`config.mk`:
```
export PLATFORM = sky130hd
export DESIGN_NAME = aurora_qpll_reset_seq
export DESIGN_NICKNAME = d
export VERILOG_FILES = /design/src/rtl/aurora_qpll_seq_pkg.sv /design/src/rtl/aurora_sync_2ff.sv /design/src/rtl/aurora_qpll_reset_seq.sv
export SDC_FILE = /design/constraint.sdc
export NUM_CORES = 1
export LEC_CHECK = 0
export BUFFER_PORTS_ARGS = -buffer_cell sky130_fd_sc_hd__buf_4
export CAP_MARGIN = 20
export CELL_PAD_IN_SITES_DETAIL_PLACEMENT = 0
export CELL_PAD_IN_SITES_GLOBAL_PLACEMENT = 1
export CORE_UTILIZATION = 48
export CTS_BUF_LIST = sky130_fd_sc_hd__clkbuf_2
export CTS_CLUSTER_SIZE = 12
export DETAILED_ROUTE_END_ITERATION = 10
export PLACE_DENSITY = 0.91
export RECOVER_POWER = 50
export SKIP_CTS_REPAIR_TIMING = 1
export SYNTH_ARGS = -nofsm -noshare
export SYNTH_HDL_FRONTEND = slang
export SYNTH_SLANG_ARGS = --single-unit
```
`constraint.sdc`:
```
create_clock -name init_clk_in -period 5.4 [get_ports init_clk_in]
set_input_delay 1.62 -clock init_clk_in [delete_from_list [all_inputs] [get_ports init_clk_in]]
set_output_delay 1.62 -clock init_clk_in [all_outputs]
set_load 0.01 [all_outputs]
```
`src/rtl/aurora_qpll_seq_pkg.sv`:
```
`default_nettype none
// aurora_qpll_seq_pkg: shared types and sizing helpers for the QPLL reset sequencer. Rev 1.0

package aurora_qpll_seq_pkg;

  typedef enum logic [2:0] {
    ST_ASSERT    = 3'd0,
    ST_WAIT_LOCK = 3'd1,
    ST_STABLE    = 3'd2,
    ST_READY     = 3'd3,
    ST_FAULT     = 3'd4
  } qpll_state_t;

  localparam int RETRY_W = 8;

  function automatic int timer_width(input int a, input int b, input int c);
    int m;
    m = a;
    if (b > m) m = b;
    if (c > m) m = c;
    return (m < 2) ? 1 : $clog2(m);
  endfunction

endpackage

`default_nettype wire

```
`src/rtl/aurora_sync_2ff.sv`:
```
`default_nettype none
// aurora_sync_2ff: single-bit two-flop synchronizer with a configurable reset value. Rev 1.0

module aurora_sync_2ff #(
  parameter logic RST_VAL = 1'b0
) (
  input  logic clk,
  input  logic rst,
  input  logic d,
  output logic q
);

  logic meta;

  always_ff @(posedge clk) begin
    if (rst) begin
      meta <= RST_VAL;
      q    <= RST_VAL;
    end else begin
      meta <= d;
      q    <= meta;
    end
  end

endmodule

`default_nettype wire

```
`src/rtl/aurora_qpll_reset_seq.sv`:
```
`default_nettype none
// aurora_qpll_reset_seq: QPLL reset/lock supervisor with bounded retries and sticky fault. Rev 1.0
// Optional lock-loss counter port enabled by defining AURORA_QPLL_SEQ_LOSS_CNT_EN.

module aurora_qpll_reset_seq
  import aurora_qpll_seq_pkg::*;
#(
  parameter int RESET_CYCLES  = 16,
  parameter int LOCK_TIMEOUT  = 65536,
  parameter int STABLE_CYCLES = 1024,
  parameter int MAX_RETRIES   = 7
) (
  input  logic               init_clk_in,
  input  logic               reset_in,
  input  logic               qplllock_in,
  input  logic               qpllrefclklost_in,
  input  logic               restart_in,
  output logic               qpll_reset_out,
  output logic               qpll_ready_out,
  output logic               fault_out,
  output logic [RETRY_W-1:0] retry_count_out
`ifdef AURORA_QPLL_SEQ_LOSS_CNT_EN
  ,
  output logic [15:0]        lock_loss_count_out
`endif
);

  localparam int TW = timer_width(RESET_CYCLES, LOCK_TIMEOUT, STABLE_CYCLES);
  localparam logic [TW-1:0]      RESET_LAST  = TW'(RESET_CYCLES - 1);
  localparam logic [TW-1:0]      LOCK_LAST   = TW'(LOCK_TIMEOUT - 1);
  localparam logic [TW-1:0]      STABLE_LAST = TW'(STABLE_CYCLES - 1);
  localparam logic [RETRY_W-1:0] RETRY_MAX   = RETRY_W'(MAX_RETRIES);

  logic lock_s, lost_s;

  aurora_sync_2ff #(.RST_VAL(1'b0)) u_sync_lock (
    .clk (init_clk_in),
    .rst (reset_in),
    .d   (qplllock_in),
    .q   (lock_s)
  );

  aurora_sync_2ff #(.RST_VAL(1'b0)) u_sync_lost (
    .clk (init_clk_in),
    .rst (reset_in),
    .d   (qpllrefclklost_in),
    .q   (lost_s)
  );

  qpll_state_t        state, state_nx;
  logic [TW-1:0]      timer, timer_nx;
  logic [RETRY_W-1:0] retry, retry_nx;
  logic               fail;

  always_comb begin
    state_nx = state;
    timer_nx = timer;
    retry_nx = retry;
    fail     = 1'b0;
    case (state)
      ST_ASSERT: begin
        if (lost_s) begin
          timer_nx = '0;
        end else if (timer == RESET_LAST) begin
          timer_nx = '0;
          state_nx = ST_WAIT_LOCK;
        end else begin
          timer_nx = timer + 1'b1;
        end
      end
      ST_WAIT_LOCK: begin
        if (lock_s) begin
          timer_nx = '0;
          state_nx = ST_STABLE;
        end else if (timer == LOCK_LAST) begin
          fail = 1'b1;
        end else begin
          timer_nx = timer + 1'b1;
        end
      end
      ST_STABLE: begin
        if (!lock_s || lost_s) begin
          fail = 1'b1;
        end else if (timer == STABLE_LAST) begin
          timer_nx = '0;
          state_nx = ST_READY;
        end else begin
          timer_nx = timer + 1'b1;
        end
      end
      ST_READY: begin
        if (!lock_s || lost_s) begin
          retry_nx = '0;
          timer_nx = '0;
          state_nx = ST_ASSERT;
        end
      end
      ST_FAULT: ;
      default: state_nx = ST_ASSERT;
    endcase

    // A lock drop and refclk loss in the same cycle arrive here as one fail.
    if (fail) begin
      timer_nx = '0;
      if (retry == RETRY_MAX) begin
        state_nx = ST_FAULT;
      end else begin
        retry_nx = retry + 1'b1;
        state_nx = ST_ASSERT;
      end
    end

    if (restart_in) begin
      state_nx = ST_ASSERT;
      timer_nx = '0;
      retry_nx = '0;
    end
  end

  // Outputs are decoded from the next state so they move with the state register.
  always_ff @(posedge init_clk_in) begin
    if (reset_in) begin
      state           <= ST_ASSERT;
      timer           <= '0;
      retry           <= '0;
      qpll_reset_out  <= 1'b1;
      qpll_ready_out  <= 1'b0;
      fault_out       <= 1'b0;
      retry_count_out <= '0;
    end else begin
      state           <= state_nx;
      timer           <= timer_nx;
      retry           <= retry_nx;
      qpll_reset_out  <= (state_nx == ST_ASSERT) || (state_nx == ST_FAULT);
      qpll_ready_out  <= (state_nx == ST_READY);
      fault_out       <= (state_nx == ST_FAULT);
      retry_count_out <= retry_nx;
    end
  end

`ifdef AURORA_QPLL_SEQ_LOSS_CNT_EN
  logic        loss_evt;
  logic [15:0] loss_cnt;

  assign loss_evt = (state == ST_READY) && !restart_in && (!lock_s || lost_s);

  always_ff @(posedge init_clk_in) begin
    if (reset_in) begin
      loss_cnt <= '0;
    end else if (loss_evt && (loss_cnt != 16'hFFFF)) begin
      loss_cnt <= loss_cnt + 1'b1;
    end
  end

  assign lock_loss_count_out = loss_cnt;
`endif

endmodule

`default_nettype wire

```
==> summary.md, run 1 <==
| Metric | Value |
|---|---|
| Routed Antenna Nets | 0 |
| Drt first pass iters | 5 |
| Leakage Power | 0.708 nW |
| Crit path DAT | 3890 ps |
| Post-synthesis cell type count | 58 |
| Via density | 5.81 |
| Fin crit share | 0.667 |
| Worst-path cell with the longest stage delay | o31ai_1 |
| Avg WL per Cell | 13.6 um |
| Peak supply drop | 125 uV |
| Tightest slew margin relative to the limit | -0.611 |
| DRC viols | 0 |
| Clock transition at path regs | 150 ps |
| Synthesized instance count | 223 |
| Slew @ Worst Pin | 2400 ps |
| Layout cell share with drive strength beyond 1 | 0.170 |
| Die area | 4280 sq um |
| CP Launch Type | flip-flop |
| Syn Nets | 230 |
| Largest net degree at the start of global routing | 19 |
| Crit path max-delay family | compound AO/OA/AOI/OAI gates |
| 1st-iter DRT viols | 100 |
| GRT Total Usage | 0.202 |
| Core Box Area | 3770 sq um |
| Clock Latency Late Sink | 390 ps |
| Port bufs | 15 |
| RSZ-0062 raised after global routing | no |
| Critical path buffers and inverters | 0 |
| Grt total ovfl | 0 |
| Via count | 1643 |
| Total CTS buffers | 5 |
| Multi-input gate area | 1130 sq um |
| TritonCTS clock tree | built |
| Failing checks | capacitance limit, slew limit |
| CP Class | flip-flop to flip-flop |
| Fillers | 356 |
| Synth-to-Final Area Change | 4.99% |
| Htree depth | 2 |
| Vias in the first global route | 1423 |
| # setup viols final | 0 |
| GP Congestion | 0.799 |
| Starting density of the core | 0.512 |
| Fmax | 278 MHz |
| Nets | 242 |
| Number of synthesized flops with an enable pin | 0 |
| Setup TNS | 0 ps |
| Tmin final | 3600 ps |
| Dpl hpwl | 2.71 mm |
| I/O pin cnt | 16 |
| GR Util met2 | 0.302 |
| Cells along the critical path | ha_1 > nand3_1 > nor4_2 > nor2_1 > o31ai_1 > o21ba_1 |
| Status | finished with violations |
| Site Rows | 22 |
| Root buffer cell | clkbuf_2 |
| Synth Warn # | 0 |
| Routed wire length | 3.84 mm |
| Fin. Hold Viols | 0 |
| Worst EP required | 5690 ps |
| Slew Viols, Final | 16 |
| Maxcap violations | 1 |
| Ant. Diodes | 0 |
| M3 GR Usage | 0.0573 |
| Die width | 65.4 um |
| Die Height | 65.4 um |
| Global-route wire length before repair | 6.58 mm |
| Sinks on Clock Net | 34 |
| Yosys reg bits | 34 |
| Sequential cell area | 681 sq um |
| Power density over cell area | 190 nW/um^2 |
| Sequential share of the synthesized area | 0.353 |
| Final hold slack | 458 ps |
| HP Class | flip-flop to flip-flop |
| Initial antenna violation count | 0 |
| Grt peak-use layer | met2 |
| Design Power | 0.386 mW |
| M1 GR Usage | 0.275 |
| Max stage delay on crit path | 1850 ps |
| Critical Path Fanout Max | 15 |
| Syn avg cell area | 8.66 sq um |
| Prevailing post-synth register cell | dfxtp_1 |
| Synth Cell Area | 1930 sq um |
| Clock Skews | 13.9 ps |
| Clk buf depth | 2 |
| Post-synth ARST share | 0 |
| Kind of end point of the critical path | flip-flop |
==> cell usage in the layout, fill, tap and decap left out, types with 3 or more instances in the layout <==
master / synthesis / layout
o21ai_0: 3 / 4
o211ai_1: 12 / 12
nor2b_1: 7 / 7
clkbuf_1: 4 / 3
nand2b_1: 3 / 3
or4_1: 3 / 3
nand3_1: 7 / 7
dfxtp_1: 34 / 34
nor3_1: 7 / 8
and3_1: 6 / 6
o21ai_1: 6 / 5
nand4_1: 3 / 4
nor2_1: 17 / 17
or3_1: 4 / 4
o31ai_1: 3 / 4
inv_1: 6 / 6
xor2_1: 9 / 9
buf_4: 3 / 12
nor2_2: 10 / 10
a21oi_1: 9 / 9
clkbuf_2: 0 / 7
nand2_1: 15 / 15
==> path summary, 6_finish.rpt <==
path,start,to,slack [ps],cells after the start
max reg2reg,timer[0],timer[4],1800,6
min reg2reg,u_sync_lost.meta,u_sync_lost.q,460,1
max,timer[0],timer[4],1800,6
min,u_sync_lost.meta,u_sync_lost.q,460,1
==> per-stage QoR <==
| stage | cell area, sq um | setup slack (ps) | util | instances |
|---|---|---|---|---|
| 3_5_place_dp | 2040 | 2630 | 0.541 | 276 |
| 6_report | 2030 | 1800 | 0.537 | 283 |
| 5_1_grt | 2030 | 1480 | 0.537 | 283 |
| 4_1_cts | 2080 | 2670 | 0.550 | 283 |
| 3_3_place_gp | 2040 | 2650 | 0.541 | 276 |
| 2_1_floorplan | 1930 | 2880 | - | 223 |
==> kinds of logic after synthesis <==
logic type                 after synthesis  synth area share
DFF                                     34             0.353
and+or+nand+nor                        102             0.317
xor gates and xnor gates                10            0.0454
AOI/OAI and AO/OA                       57             0.218
adders and majority gates                2            0.0130
muxes                                    2            0.0104
buffers and inverters                   16            0.0441
==> Yosys cell counts, types with 2 or more instances <==
master / instances / area share
nand2b_1: 3 / 0.0097
mux2i_1: 2 / 0.010
nor3_2: 2 / 0.010
o31ai_1: 3 / 0.012
dfxtp_1: 34 / 0.35
nor3_1: 7 / 0.018
nand3_1: 7 / 0.018
or3_1: 4 / 0.013
clkbuf_1: 4 / 0.0078
nor4_1: 2 / 0.0065
o21ai_2: 2 / 0.0091
nand2_1: 15 / 0.029
a21o_1: 2 / 0.0078
a21oi_1: 9 / 0.023
o21a_1: 2 / 0.0078
o211ai_1: 12 / 0.047
o21ai_0: 3 / 0.0078
or4_1: 3 / 0.012
and3_1: 6 / 0.019
nor2b_1: 7 / 0.023
nand4_1: 3 / 0.0097
and4_1: 2 / 0.0091
nor2_2: 10 / 0.032
o2bb2ai_1: 2 / 0.0091
and2_1: 2 / 0.0065
xor2_1: 9 / 0.041
nand4_2: 2 / 0.013
o21ai_1: 6 / 0.016
buf_4: 3 / 0.012
a31oi_1: 2 / 0.0065
or2_2: 2 / 0.0065
a211oi_1: 2 / 0.0078
nor2_1: 17 / 0.033
inv_1: 6 / 0.012
ha_1: 2 / 0.013
buf_2: 2 / 0.0052
==> final cells by class <==
cell class	instances	area share
repair buffers	15	0.0500
well taps	48	0.0296
inverters	6	0.0111
multi-input cells	173	0.556
clock buffers	7	0.0173
flip-flops and latches	34	0.336
==> registers in the layout, indices dropped and copies added, names as in the netlist <==
name and flops:
fault_out 1, qpll_ready_out 1, qpll_reset_out 1, retry 8
state 3, timer 16, u_sync_lock.meta 1, u_sync_lock.q 1
u_sync_lost.meta 1, u_sync_lost.q 1
==> power breakdown <==
part | internal [mW] | total (mW) | switching [mW]
logic | 0.00610 | 0.0150 | 0.00889
clock network | 0.0337 | 0.116 | 0.0820
registers | 0.253 | 0.255 | 0.00203
==> routing by layer <==
layer,part of all wire,vias to the layer above,wire length [um]
met4,0.014,0,53
met2,0.45,27,1740
met3,0.038,4,147
met5,0,-,0
met1,0.49,774,1890
li1,-,838,-
Note: power is estimated with default switching activity, not from simulation.
==> run 2, diff against run 1 <==
Settings changed: CORE_UTILIZATION 48 to 47, PLACE_DENSITY 0.91 to 0.9.
Clock period 5.4 ns to 3.8 ns, I/O delays scaled along.
==> run 2 against run 1 <==
Compared with the run above:
- the flow now finishes without violations
- non-clock buffer count is 1 higher
- cell count up 0.35%
- global-route usage is 0.11 points lower
- combinational power grew 43%
==> summary.md, run 2 (synthesis gave the netlist of run 1 again) <==
| Metric | Value |
|---|---|
| Kind of end point of the critical path | flip-flop |
| Total CTS buffers | 5 |
| Crit path DAT | 3070 ps |
| Global-route wire length before repair | 6.80 mm |
| Clock transition at path regs | 160 ps |
| Slew Viols, Final | 0 |
| # setup viols final | 0 |
| TritonCTS clock tree | built |
| Clock Latency Late Sink | 380 ps |
| Reg-to-reg critical path startpoint | state[0] |
| GP Congestion | 0.805 |
| Final hold slack | 464 ps |
| Max stage delay on crit path | 710 ps |
| Status | complete, no violations |
| Via count | 1668 |
| Fmax | 360 MHz |
| Cells along the critical path | nor4b_1 > nand4_1 > o221a_2 > o31ai_2 > o21ba_1 |
| Tmin final | 2780 ps |
| Htree depth | 2 |
| Grt total ovfl | 0 |
| Core Box Area | 3800 sq um |
| Max reg flops | 16 |
| Design Power | 0.542 mW |
| Root buffer cell | clkbuf_2 |
| DRC viols | 0 |
| Die area | 4370 sq um |
| Ant. Diodes | 0 |
| Peak supply drop | 197 uV |
| Clock Skews | 10.3 ps |
| CP Class | flip-flop to flip-flop |
| Maxcap violations | 0 |
| GRT Total Usage | 0.201 |
| Dpl cells | 277 |
| Reg with most FFs | timer |
| Vias in the first global route | 1530 |
| Fin util | 0.528 |
| Fillers | 401 |
| Fin crit share | 0.732 |
| Crit path from | state[0] |
| Leakage Power | 0.673 nW |
| Layout cell share with drive strength beyond 1 | 0.140 |
| Via density | 5.87 |
| CP Launch Type | flip-flop |
| 1st-iter DRT viols | 132 |
| Largest registers | timer x16, retry x8, state x3 |
| Leading cell type in the layout, fill and taps excluded | dfxtp_1 |
| Worst EP required | 4090 ps |
| Power density over cell area | 270 nW/um^2 |
| I/O pin cnt | 16 |
| Post-place setup slack | 1380 ps |
| Routed wire length | 3.85 mm |
| Routed Antenna Nets | 0 |
| Sinks on Clock Net | 34 |
| Tightest slew margin relative to the limit | 0.0544 |
| Nets | 243 |
| Die width | 66.1 um |
| Post-route cell area | 2010 sq um |
| Placement Cell Area | 2050 sq um |
| Fin. Hold Viols | 0 |
| Avg WL per Cell | 13.6 um |
| HP Class | flip-flop to flip-flop |
| Worst Slack Setup Final | 1020 ps |
| Port bufs | 15 |
| Die Height | 66.1 um |
| Synth-to-Final Area Change | 3.89% |
| Critical path buffers and inverters | 0 |
| Drt first pass iters | 4 |
| Starting density of the core | 0.508 |
| Initial antenna violation count | 0 |
| Hold Startpoint | u_sync_lock.meta |
| Most frequent cells in the layout | 34 x dfxtp_1, 17 x nor2_1, 15 x nand2_1 |
| Largest net degree at the start of global routing | 19 |
| Dpl hpwl | 2.73 mm |
| Crit path max-delay family | compound AO/OA/AOI/OAI gates |
| Clk buf depth | 2 |
| Critical Path Fanout Max | 18 |
| Worst-path cell with the longest stage delay | dfxtp_1 |
| RSZ-0062 raised after global routing | no |
| Slew @ Worst Pin | 1410 ps |
| Setup TNS | 0 ps |
| Site Rows | 22 |
| Final non-filler cell total | 284 |
==> run 2: changes by cell type in the layout (fill, tap and decap cells not counted) <==
cell / before / now
clkbuf_2: 7 / 5
clkinv_2: 0 / 2
o31ai_2: 0 / 1
o21ai_1: 5 / 6
o31ai_1: 4 / 3
clkbuf_1: 3 / 12
o21ai_0: 4 / 3
buf_4: 12 / 4
==> run 2: layout make-up <==
type | count | area (sq um) | share of cell area
multi-input combinational | 173 | 1130 | 0.565
sequential | 34 | 681 | 0.339
timing repair buffer | 16 | 75.1 | 0.0374
tap | 48 | 60.1 | 0.0299
clock buffer | 5 | 25.0 | 0.0125
inverter | 6 | 22.5 | 0.0112
clock inverter | 2 | 10.0 | 0.00499
==> run 2: final timing paths <==
path                                      end  slack [ps]  cells past startpoint
worst min register to register  u_sync_lock.q         460                      1
worst max register to register       timer[4]        1020                      5
worst min-delay path            u_sync_lock.q         460                      1
worst max-delay path                 timer[4]        1020                      5
==> run 2: layer usage <==
| metal | up-vias | GRT usage | routed length (um) |
|---|---|---|---|
| met5 | - | 0 | 0 |
| met4 | 0 | 0.0931 | 87 |
| met3 | 9 | 0.0431 | 118 |
| met2 | 27 | 0.302 | 1690 |
| met1 | 779 | 0.271 | 1960 |
| li1 | 853 | - | - |
==> run 2: report_power, final <==
group / internal (mW) / switching, mW / leakage (nW)
combinational: 0.00883 / 0.0126 / 0.369
sequential: 0.360 / 0.00295 / 0.275
clock: 0.0398 / 0.118 / 0.0286
==> run 2: worst reg2reg max path, delay by kind of cell, from the launching register on <==
family,cells,cell delay (ps)
flops,1,710
compound gates,3,1110
simple gates,2,870
